File: src/rtl/timer_dev.sv
// Memory-mapped countdown timer: CTRL/PRESET/COUNT registers and a maskable interrupt line.
// Defining TIMER_PRESCALE_EN adds the CTRL[15:8] PSC field and an 8-bit prescale counter.
module timer_dev #(
   parameter int unsigned CNT_W      = 32,
   parameter int unsigned PRESET_RST = 0
) (
   input  logic        clk,
   input  logic        reset,
   input  logic        sel,
   input  logic [3:2]  addr,
   input  logic [3:0]  we,
   input  logic [31:0] wdata,
   output logic [31:0] rdata,
   output logic        irq
);

   localparam int unsigned DATA_W = 32;
   localparam int unsigned PSC_W  = 8;

   localparam logic [1:0] OFF_CTRL    = 2'd0;
   localparam logic [1:0] OFF_PRESET  = 2'd1;
   localparam logic [1:0] OFF_COUNT   = 2'd2;
   localparam logic [1:0] MODE_RELOAD = 2'b01;

   typedef enum logic [1:0] {
      ST_IDLE,
      ST_LOAD,
      ST_CNT,
      ST_INT
   } state_t;

   state_t             state;
   state_t             state_next;

   logic               en;
   logic [1:0]         mode;
   logic               im;
   logic [CNT_W-1:0]   preset;
   logic [CNT_W-1:0]   count;
   logic               irq_flag;
   logic               pulse;
   logic [PSC_W-1:0]   psc_rd;

   logic               wr;
   logic               wr_ctrl;
   logic               wr_preset;
   logic               reload;
   logic               tick;
   logic               load_cnt;
   logic               dec_cnt;
   logic               zero_cnt;
   logic               fire;

   logic               unused_wdata;

   assign wr        = sel && (we == 4'b1111);
   assign wr_ctrl   = wr && (addr == OFF_CTRL);
   assign wr_preset = wr && (addr == OFF_PRESET);
   assign reload    = (mode == MODE_RELOAD);

   assign unused_wdata = ^wdata;

`ifdef TIMER_PRESCALE_EN
   logic [PSC_W-1:0] psc;
   logic [PSC_W-1:0] psc_cnt;

   // COUNT only advances on edges where the prescale counter reaches PSC
   assign tick   = (psc_cnt == psc);
   assign psc_rd = psc;

   always_ff @(posedge clk) begin
      if (reset) begin
         psc <= '0;
      end else if (wr_ctrl) begin
         psc <= wdata[15:8];
      end
   end

   always_ff @(posedge clk) begin
      if (reset) begin
         psc_cnt <= '0;
      end else if (state == ST_LOAD) begin
         psc_cnt <= '0;
      end else if (state == ST_CNT && en) begin
         psc_cnt <= tick ? '0 : psc_cnt + PSC_W'(1);
      end
   end
`else
   assign tick   = 1'b1;
   assign psc_rd = '0;
`endif

   // State register
   always_ff @(posedge clk) begin
      if (reset) begin
         state <= ST_IDLE;
      end else begin
         state <= state_next;
      end
   end

   // Next-state and datapath strobes
   always_comb begin
      state_next = state;
      load_cnt   = 1'b0;
      dec_cnt    = 1'b0;
      zero_cnt   = 1'b0;
      fire       = 1'b0;
      case (state)
         ST_IDLE: begin
            if (en) begin
               state_next = ST_LOAD;
            end
         end
         ST_LOAD: begin
            load_cnt   = 1'b1;
            state_next = ST_CNT;
         end
         ST_CNT: begin
            if (!en) begin
               state_next = ST_IDLE;
            end else if (tick) begin
               if (count > CNT_W'(1)) begin
                  dec_cnt = 1'b1;
               end else begin
                  zero_cnt   = 1'b1;
                  state_next = ST_INT;
               end
            end
         end
         ST_INT: begin
            fire       = 1'b1;
            state_next = ST_IDLE;
         end
         default: begin
            state_next = ST_IDLE;
         end
      endcase
   end

   // A software CTRL write on the one-shot expiry edge takes precedence over the EN clear
   always_ff @(posedge clk) begin
      if (reset) begin
         en   <= 1'b0;
         mode <= 2'b00;
         im   <= 1'b0;
      end else if (wr_ctrl) begin
         {im, mode, en} <= wdata[3:0];
      end else if (fire && !reload) begin
         en <= 1'b0;
      end
   end

   always_ff @(posedge clk) begin
      if (reset) begin
         preset <= CNT_W'(PRESET_RST);
      end else if (wr_preset) begin
         preset <= wdata[CNT_W-1:0];
      end
   end

   always_ff @(posedge clk) begin
      if (reset) begin
         count <= '0;
      end else if (load_cnt) begin
         count <= preset;
      end else if (dec_cnt) begin
         count <= count - CNT_W'(1);
      end else if (zero_cnt) begin
         count <= '0;
      end
   end

   // Set beats clear; auto-reload flags last exactly one cycle via pulse
   always_ff @(posedge clk) begin
      if (reset) begin
         irq_flag <= 1'b0;
         pulse    <= 1'b0;
      end else begin
         pulse <= fire && reload;
         if (fire) begin
            irq_flag <= 1'b1;
         end else if (wr_ctrl || wr_preset || pulse) begin
            irq_flag <= 1'b0;
         end
      end
   end

   always_comb begin
      rdata = '0;
      case (addr)
         OFF_CTRL:   rdata = {16'd0, psc_rd, 4'd0, im, mode, en};
         OFF_PRESET: rdata = DATA_W'(preset);
         OFF_COUNT:  rdata = DATA_W'(count);
         default:    rdata = '0;
      endcase
   end

   assign irq = im & irq_flag;

endmodule
File: config.mk
export PLATFORM = sky130hd
export DESIGN_NAME = timer_dev
export DESIGN_NICKNAME = d
export VERILOG_FILES = /design/src/rtl/timer_dev.sv
export SDC_FILE = /design/constraint.sdc
export NUM_CORES = 1
export LEC_CHECK = 0
export ABC_AREA = 1
export BUFFER_PORTS_ARGS = -buffer_cell sky130_fd_sc_hd__buf_2
export CAP_MARGIN = 20
export CORE_MARGIN = 3
export CORE_UTILIZATION = 51
export CTS_CLUSTER_SIZE = 25
export DETAILED_ROUTE_END_ITERATION = 8
export HOLD_SLACK_MARGIN = 0.06
export PLACE_DENSITY = 0.77
export SYNTH_ARGS = -nofsm -noshare
export SYNTH_HDL_FRONTEND = slang
export SYNTH_SLANG_ARGS = --single-unit
File: constraint.sdc
create_clock -name clk -period 1.4 [get_ports clk]
set_input_delay 0.21 -clock clk [delete_from_list [all_inputs] [get_ports clk]]
set_output_delay 0.21 -clock clk [all_outputs]
set_load 0.02 [all_outputs]
# ---- After elaboration in Yosys (flattened, before gate mapping)
# Index checks and enable logic that the tools add are counted.
dict set report op_classes {
  order_cmp 1
  n_eq_ne 9
  n_reduce_logical 14
  n_mux 20
  bitwise_logic 1
  addsub 1
}
# cell count
set op_table {}
lappend op_table {{two-way mux 32 bit} 3}
lappend op_table {{case mux 32 bit (3 select lines)} 1}
lappend op_table {{greater-than comparator 32 x 1 -> 1 bit, second input constant} 1}
lappend op_table {{subtractor 32 x 1 -> 32 bit, second input constant} 1}
lappend op_table {{two-way mux 1 bit} 12}
lappend op_table {{case mux 2 bit (4 select lines)} 1}
lappend op_table {{== test 2 x 1 -> 1 bit, second input constant} 3}
lappend op_table {{== test 2 bit, second input constant} 3}
lappend op_table {{two-way mux 2 bit} 3}
lappend op_table {{logical AND 1 bit} 5}
lappend op_table {{== test 4 bit, second input constant} 1}
lappend op_table {{zero test 2 bit} 2}
lappend op_table {{nonzero test 2 bit} 2}
lappend op_table {{inequality test 3 bit, second input constant} 1}
lappend op_table {{nonzero test 3 bit} 1}
lappend op_table {{logical OR 1 bit} 2}
lappend op_table {{inequality test 2 bit, second input constant} 1}
lappend op_table {{AND reduction 2 bit} 1}
lappend op_table {{bitwise AND 1 bit} 1}
lappend op_table {{zero test 1 bit} 1}
dict set report totals {
  reg_bits 72
  input_bits 41
  out_inout_bits 33
  wordCells 54
}

# ---- Logic depth before layout (Yosys ltp)
# Gate-level depths: netlist of the first run.
dict set report depth {
  word_depth 7
  depth_mapped 11
  ltp_nobuf 11
}

# ---- Worst setup path after synthesis of the first run
# OpenSTA, ideal clock, no wires.
dict set report synth_path {
  kind {register to register}
  start {register count[0]}
  end {register count[10]}
  synth_period_minus_slack_ns 1.538
  stages_incl_launch_ff 11
  arrival_time_ns 1.428
  setup_ns 0.110
  path_buffers 1
  required_ns 1.290
  slack_ns -0.138
  cell_sequence {dfxtp_1 > inv_1 > ha_1 > nand2_2 > a21oi_1 > nand2_4 > buf_6 > nand3_2 > nand3_1 > nand2_1 > inv_1}
}
dict set report synth_via {
  elab_chain_len 6
  elab_cells_between_ends 11
  classes_between {1 x add/sub; 1 x order compare; 8 x mux; 1 x reduce/logical}
}
# item line
set synth_lines {}
lappend synth_lines {{from (decl)} 39} ;# logic [CNT_W-1:0] count;
lappend synth_lines {{from (signal assigned)} 166} ;# count <= preset;
lappend synth_lines {{from (signal assigned)} 168} ;# count <= count - CNT_W'(1);
lappend synth_lines {{greater-than comparator 32 x 1 -> 1 bit} 123} ;# if (count > CNT_W'(1)) begin
lappend synth_lines {{two-way mux 1 bit} 123}
lappend synth_lines {{two-way mux 1 bit} 120} ;# if (!en) begin
lappend synth_lines {{two-way mux 1 bit} 109} ;# case (state)
lappend synth_lines {{two-way mux 32 bit} 167} ;# end else if (dec_cnt) begin
lappend synth_lines {{two-way mux 32 bit} 165} ;# end else if (load_cnt) begin
# Parallel ways exist; a longest one is shown, timed or not.
# A chain may end at the register's enable or synchronous reset.

# ---- Worst setup path after layout of the first run
dict set report layout_path {
  start {register count[13]}
  end {register count[26]}
}
# Same word-level chain as after synthesis.

==> results of run 1 <==
## power by group through the flow
stage,logic [W],clock network [W],registers (W)
2_1_floorplan,0.000104,0,0.00210
3_3_place_gp,0.000218,0,0.00210
3_5_place_dp,0.000223,0,0.00211
4_1_cts,0.000237,0.00192,0.00205
5_1_grt,0.000323,0.00204,0.00203
6_report,0.000309,0.00198,0.00203
## flip-flops by register name, indices dropped and copies added, names as in the netlist
name      cells
im            1
en            1
irq_flag      1
mode          2
preset       32
state         2
count        32
pulse         1
## synth_stat cells (all sizes together)
library cell | count | area (um^2)
nand2 | 148 | 573.0
inv | 101 | 379.1
nor2 | 76 | 347.8
dfxtp | 72 | 1441
nand3 | 53 | 300.3
a21oi | 45 | 225.2
o22ai | 45 | 281.5
o21ai | 43 | 215.2
clkbuf | 21 | 78.83
xor2 | 12 | 105.1
nand4 | 9 | 56.30
buf | 6 | 32.53
o221ai | 3 | 26.28
ha | 2 | 25.02
nor3 | 2 | 10.01
and2 | 1 | 6.260
clkinv | 1 | 3.750
nor3b | 1 | 12.51
nor4 | 1 | 6.260
o211ai | 1 | 7.510
## kinds of logic (layout without fill, tap and decap cells)
kind of cell / after synthesis / count (layout) / synth area share (%)
AND/OR/NAND/NOR: 291 / 291 / 31.75
AO/OA/AOI/OAI: 137 / 137 / 18.28
buffers and inverters: 129 / 315 / 11.96
flip-flops: 72 / 72 / 34.87
XOR/XNOR: 12 / 12 / 2.542
adder cells (fa/ha/maj): 2 / 2 / 0.6052
## worst max-delay path by stage
stage	startpoint	end	slack [ps]	depth (start not counted)
6_report	count[13]$_SDFFE_PP0P_	count[26]$_SDFFE_PP0P_	-570	9
5_1_grt	count[31]$_SDFFE_PP0P_	count[7]$_SDFFE_PP0P_	-590	11
4_1_cts	count[14]$_SDFFE_PP0P_	count[12]$_SDFFE_PP0P_	-60	11
3_5_place_dp	count[16]$_SDFFE_PP0P_	count[29]$_SDFFE_PP0P_	-150	10
3_3_place_gp	count[16]$_SDFFE_PP0P_	count[20]$_SDFFE_PP0P_	-150	10
2_1_floorplan	count[16]$_SDFFE_PP0P_	count[10]$_SDFFE_PP0P_	3	11
## through the flow
stage | utilization, % | power [W] | hold WS, ps
after floorplan | - | 0.002208 | 288.7
after global placement | 68.08 | 0.002323 | 455.0
after detailed placement | 68.08 | 0.002328 | 460.0
after CTS | 78.16 | 0.004208 | 114.7
after global routing | 87.42 | 0.004397 | 131.6
final | 87.42 | 0.004324 | 118.7
## repair_timing
item                                    in CTS  in global routing
buffers inserted                            12                 22
pin swaps                                   34                 39
endpoints found under the setup margin      64                 66
gates resized for setup                    161                154
gates cloned                                 0                  1
## area by class of cell
type	instances	area, um^2	share of cell area (%)
multi-input combinational	442	2781	40.75
timing repair buffer	197	1735	25.43
sequential	72	1511	22.14
inverter	102	440.4	6.453
clock buffer	10	137.6	2.016
tap	102	127.6	1.870
clock inverter	6	91.34	1.338
## critical path: stages, from the launching register on
cell and delay, ps:
dfxtp_4 370, nor2_2 150, nand2_1 270, nor2_2 260, nand2_1 150, o21ai_1 260
nand2_1 100, nor2_2 110, nor2_1 60, nor2_1 140
## per-layer routing
layer / wire (um) / track usage, %
met5: 0 / 0
met4: 1707 / 14.93
met3: 2532 / 7.271
met2: 9403 / 56.76
met1: 6883 / 37.30
## cells in the final DEF (no fill, tap or decap), types with 2 or more instances in the layout
cell       count
nand3_2       13
o221ai_2       2
nor2_1        29
buf_2         42
dfxtp_4       12
o22ai_1       19
buf_4         81
nand2_2       10
nand2_4        6
o21ai_0       38
inv_6          2
o22ai_2       16
o22ai_4       10
a21oi_1       44
inv_2         13
nor2_2        25
inv_4         21
buf_12         8
clkinv_4       2
o21ai_1        3
buf_6         65
o21ai_2        2
nor2_4        22
dfxtp_1       40
bufinv_16      2
nand2_1      131
clkbuf_8      10
nand3_1       39
dfxtp_2       20
nor3_1         2
inv_1         66
xor2_1        11
nand4_1        9
==> results.txt, run 1 <==
Status: complete, but fails checks
Failing checks: negative setup slack
NetSw: 0.001118 W
Area growth from synthesis to final layout: 65.10%
Ys Warns: 0
Share of layout cells above drive strength 1: 47.41%
PwrDens: 633.5 nW/um^2
DRC viols: 0
Peak VDD IR: 584.5 uV
Row count: 32
Max-cap violations: 0
Global route overflow: 0
Count of pins over their slew limit: 0
Max Clk Rate: 507.8 MHz
Clk_lat worst skew: 380 ps
DRT iter0 DRCs: 787
Vias in the first global route: 5096
Layout Cells excl Fill: 931
Register share of total power: 47.0%
First-pass GRT wire length: 23350 um
Syn nets: 686
Routed WL: 20530 um
Worst slew pin tran: 379.6 ps
Routed len/inst: 22.05 um
Internal Power: 0.003206 W
Required @ worst endpoint: 1690 ps
Number of antenna violations at the first check in global routing: 0
TritonCTS buffer count: 9
I/O Pins: 74
Synth Instances: 643
Hold Path End: mode[1]$_SDFFE_PP0P_
Cell variety after synth: 29
R2r startpoint: count[13]$_SDFFE_PP0P_
Hold_buf cts: 0
Starting density of the core: 52.95%
Mean Syn Cell Area: 6.429 um^2
CTS Sinks: 72
Clock-pin slew on the worst setup and hold paths: 90 ps
GR Util All Layers: 32.43%
Placed Area: 5315 um^2
Total iterations of the first detailed-routing run: 6
Reg2reg path depth: 9
Clock share of power: 45.8%
Pre-CTS setup slack: -147.8 ps
Worst min path class: in2reg
Sequential element share of the synthesized area: 34.87%
Flops & latches, synth: 72
Hold Vio Cnt, Final: 0
CORE AREA: 7807 um^2
Die Span Y: 96.03 um
Lkg Pwr: 3.200 nW
Largest net degree at the start of global routing: 65
Hold Path Stages: 3
RePlAce Congestion: 0.9285
Post-DP HPWL: 9107 um
Setup ws final: -569.4 ps
Final setup TNS: -12490 ps
Die area: 9222 um^2
Finished layout cell area: 6825 um^2
Crit path launch type: register
Reg2Reg Setup Slack: -570 ps
CTS tree: done
Crit-path max FO: 3
RR Endpoint: count[26]$_SDFFE_PP0P_
Input/output buffers: 73
Slew margin rel.: 74.64%
Clock Root Buffer: clkbuf_8
Logic pwr share: 7.2%
Post-route minimum period: 1969 ps
RSZ-0062 raised after global routing: yes
Hold Path Origin: wdata[2]
Synth Cell Area: 4134 um^2
Final worst path period share: 140.7%
Post-route ant nets: 0
Skew final: 16.01 ps
# H-tree levels: 3
DP Cell Count: 883
Max Buffers Root-to-Sink: 2
CP endpoint kind: register
Ant diodes: 0
Filler instances: 354
Final Net Count: 867
Vias: 5944
Number of vias per cell: 6.385
CP arrival: 2260 ps
Worst setup path class: reg2reg
Die width: 96.03 um
Final setup viols: 60
Sw Share: 25.85%
(Power assumes the default switching activity.)
==> run 2: changes to the inputs <==
- PLACE_DENSITY: 0.77 -> default
- PLACE_DENSITY_LB_ADDON: default -> 0.12
==> results.txt, run 2 (same netlist as run 1, synthesis figures left out) <==
I/O Pins: 74 (unchanged)
# H-tree levels: 3 (unchanged)
Peak VDD IR: 544.1 uV (-6.9%)
Input/output buffers: 73 (unchanged)
Max Buffers Root-to-Sink: 2 (unchanged)
Crit path max-delay family: simple AND/OR/NAND/NOR gates
Hold_ws: 135.6 ps (+16.85 ps)
Layout Cells excl Fill: 914 (-1.8%)
Hold Vio Cnt, Final: 0 (unchanged)
TritonCTS buffer count: 9 (unchanged)
Post-DP HPWL: 8951 um (-1.7%)
Max Clk Rate: 641.6 MHz (+26%)
Slew margin rel.: 82.17% (+7.5 points)
Commonest non-fill, non-tap cells in the layout: nand2_1 (130), buf_4 (74), inv_1 (70), buf_6 (59)
Met1 Use GR: 36.58% (-0.72 points)
Lkg Pwr: 3.121 nW (-2.5%)
Clock Root Buffer: clkbuf_8
Die area: 9222 um^2 (unchanged)
Ant diodes: 0 (unchanged)
Met3 usage: 4.769% (-2.5 points)
Met2 Use GR: 49.74% (-7.0 points)
Clock-pin slew on the worst setup and hold paths: 80 ps (about the same)
Cell chain of the critical path: nor2_2 -> nand2_2 -> nor2_2 -> nand2_2 -> nor2_4 -> nand2_4 -> buf_6 -> nand3_2 -> nand3_1 -> nand2_1 -> inv_1
Clk_lat worst skew: 360 ps (-20 ps)
Final Net Count: 851 (-1.8%)
Worst setup path class: reg2reg
Number of vias per cell: 5.481 (-14%)
Crit path largest cell delay: 330 ps (-40 ps)
DP Cell Count: 873 (-1.1%)
WP buf/inv: 2 (+2)
Final Power: 0.004187 W (-3.2%)
Post-route ant nets: 0 (unchanged)
RePlAce Congestion: 0.9640 (+3.8%)
Pre-CTS setup slack: -169.6 ps (-21.76 ps)
Die Span Y: 96.03 um (unchanged)
CP endpoint kind: register
Hold_buf cts: 0 (unchanged)
Routed len/inst: 16.04 um (-27%)
RSZ-0062 raised after global routing: yes
Final setup viols: 41 (-32%)
Share of layout cells above drive strength 1: 47.29% (-0.12 points)
Area growth from synthesis to final layout: 59.87%
Routed WL: 14660 um (-29%)
Largest net degree at the start of global routing: 65 (unchanged)
PwrDens: 633.6 nW/um^2 (about the same)
Number of antenna violations at the first check in global routing: 0 (unchanged)
CORE AREA: 7807 um^2 (unchanged)
First-pass GRT wire length: 20890 um (-11%)
Global route overflow: 0 (unchanged)
Skew final: 10.84 ps (-5.170 ps)
Crit path launch type: register
GR Util All Layers: 28.96% (-3.5 points)
Die width: 96.03 um (unchanged)
Failing checks: negative setup slack
Crit-path max FO: 6 (+3)
DRT iter0 DRCs: 324 (-59%)
Grt peak-use layer: met2
Post-route minimum period: 1559 ps (-410.8 ps)
Worst slew pin tran: 264.7 ps (-114.9 ps)
Starting density of the core: 52.95% (unchanged)
Final worst path period share: 111.3% (-29 points)
Total iterations of the first detailed-routing run: 6 (unchanged)
Top Registers: count x32, preset x32
CTS Sinks: 72 (unchanged)
Max-cap violations: 0 (unchanged)
Vias in the first global route: 4540 (-11%)
Most common cell after layout, fill and taps aside: nand2_1
Required @ worst endpoint: 1650 ps (-40 ps)
Worst min path class: in2reg
DRC viols: 0 (unchanged)
CTS tree: done
Setup ws final: -158.6 ps (+410.8 ps)
Final setup TNS: -2999 ps (+9490 ps)
Status: complete, but fails checks
Slowest-stage cell, CP: dfxtp_2
Row count: 32 (unchanged)
Count of pins over their slew limit: 0 (unchanged)
Vias: 5010 (-16%)
CP arrival: 1810 ps (-450 ps)
run 2: cell count changes in the layout (fill, tap and decap cells not counted), sizes merged:
cell | before | now
buf | 196 | 181
clkinv | 4 | 3
inv | 102 | 101
clkinvlp | 0 | 1
clkbuf | 11 | 10
run 2: layout make-up:
class / instances / area (um^2)
clock inverter: 5 / 81.33
timing repair buffer: 181 / 1550
clock buffer: 10 / 137.6
tap: 102 / 127.6
fill: 458 / 1199
multi-input combinational: 442 / 2773
sequential: 72 / 1511
inverter: 102 / 427.9
run 2: final timing paths:
check                         start                       to  slack [ps]  cells after the start
max          count[24]$_SDFFE_PP0P_   count[10]$_SDFFE_PP0P_        -160                     11
min reg2reg  preset[6]$_SDFFE_PP0P_   preset[6]$_SDFFE_PP0P_         470                      2
min                       wdata[12]  preset[12]$_SDFFE_PP0P_         140                      3
max reg2reg  count[24]$_SDFFE_PP0P_   count[10]$_SDFFE_PP0P_        -160                     11
run 2: what timing repair did:
| item | in CTS | in global routing |
|---|---|---|
| endpoints found under the hold margin | 0 | 0 |
| pin swaps | 45 | 37 |
| gates resized for setup | 141 | 160 |
| setup buffers | 13 | 13 |
| endpoints found under the setup margin | 65 | 64 |
run 2: metal layers:
layer / wire length, um / share of wire [%]
met4: 258 / 1.8
met3: 871 / 5.9
met5: 0 / 0
met1: 6007 / 41
met2: 7522 / 51
run 2: per-stage QoR:
stage / util [%] / instance area (um^2)
final: 84.65 / 6609
after global routing: 84.65 / 6609
after CTS: 75.77 / 5916
after detailed placement: 66.96 / 5228
after global placement: 66.96 / 5228
after floorplan: - / 4165
run 2: tightest hold or removal path, delay by kind of cell:
kind                   cells  cell delay, ps
AO/OA/AOI/OAI              2             170
buffers and inverters      1              70
run 2: where the power goes:
group | total (W) | internal [W] | switching (W)
clock network | 0.00189 | 0.00104 | 0.000844
logic | 0.000267 | 0.000106 | 0.000161
registers | 0.00203 | 0.00203 | 0.00000357
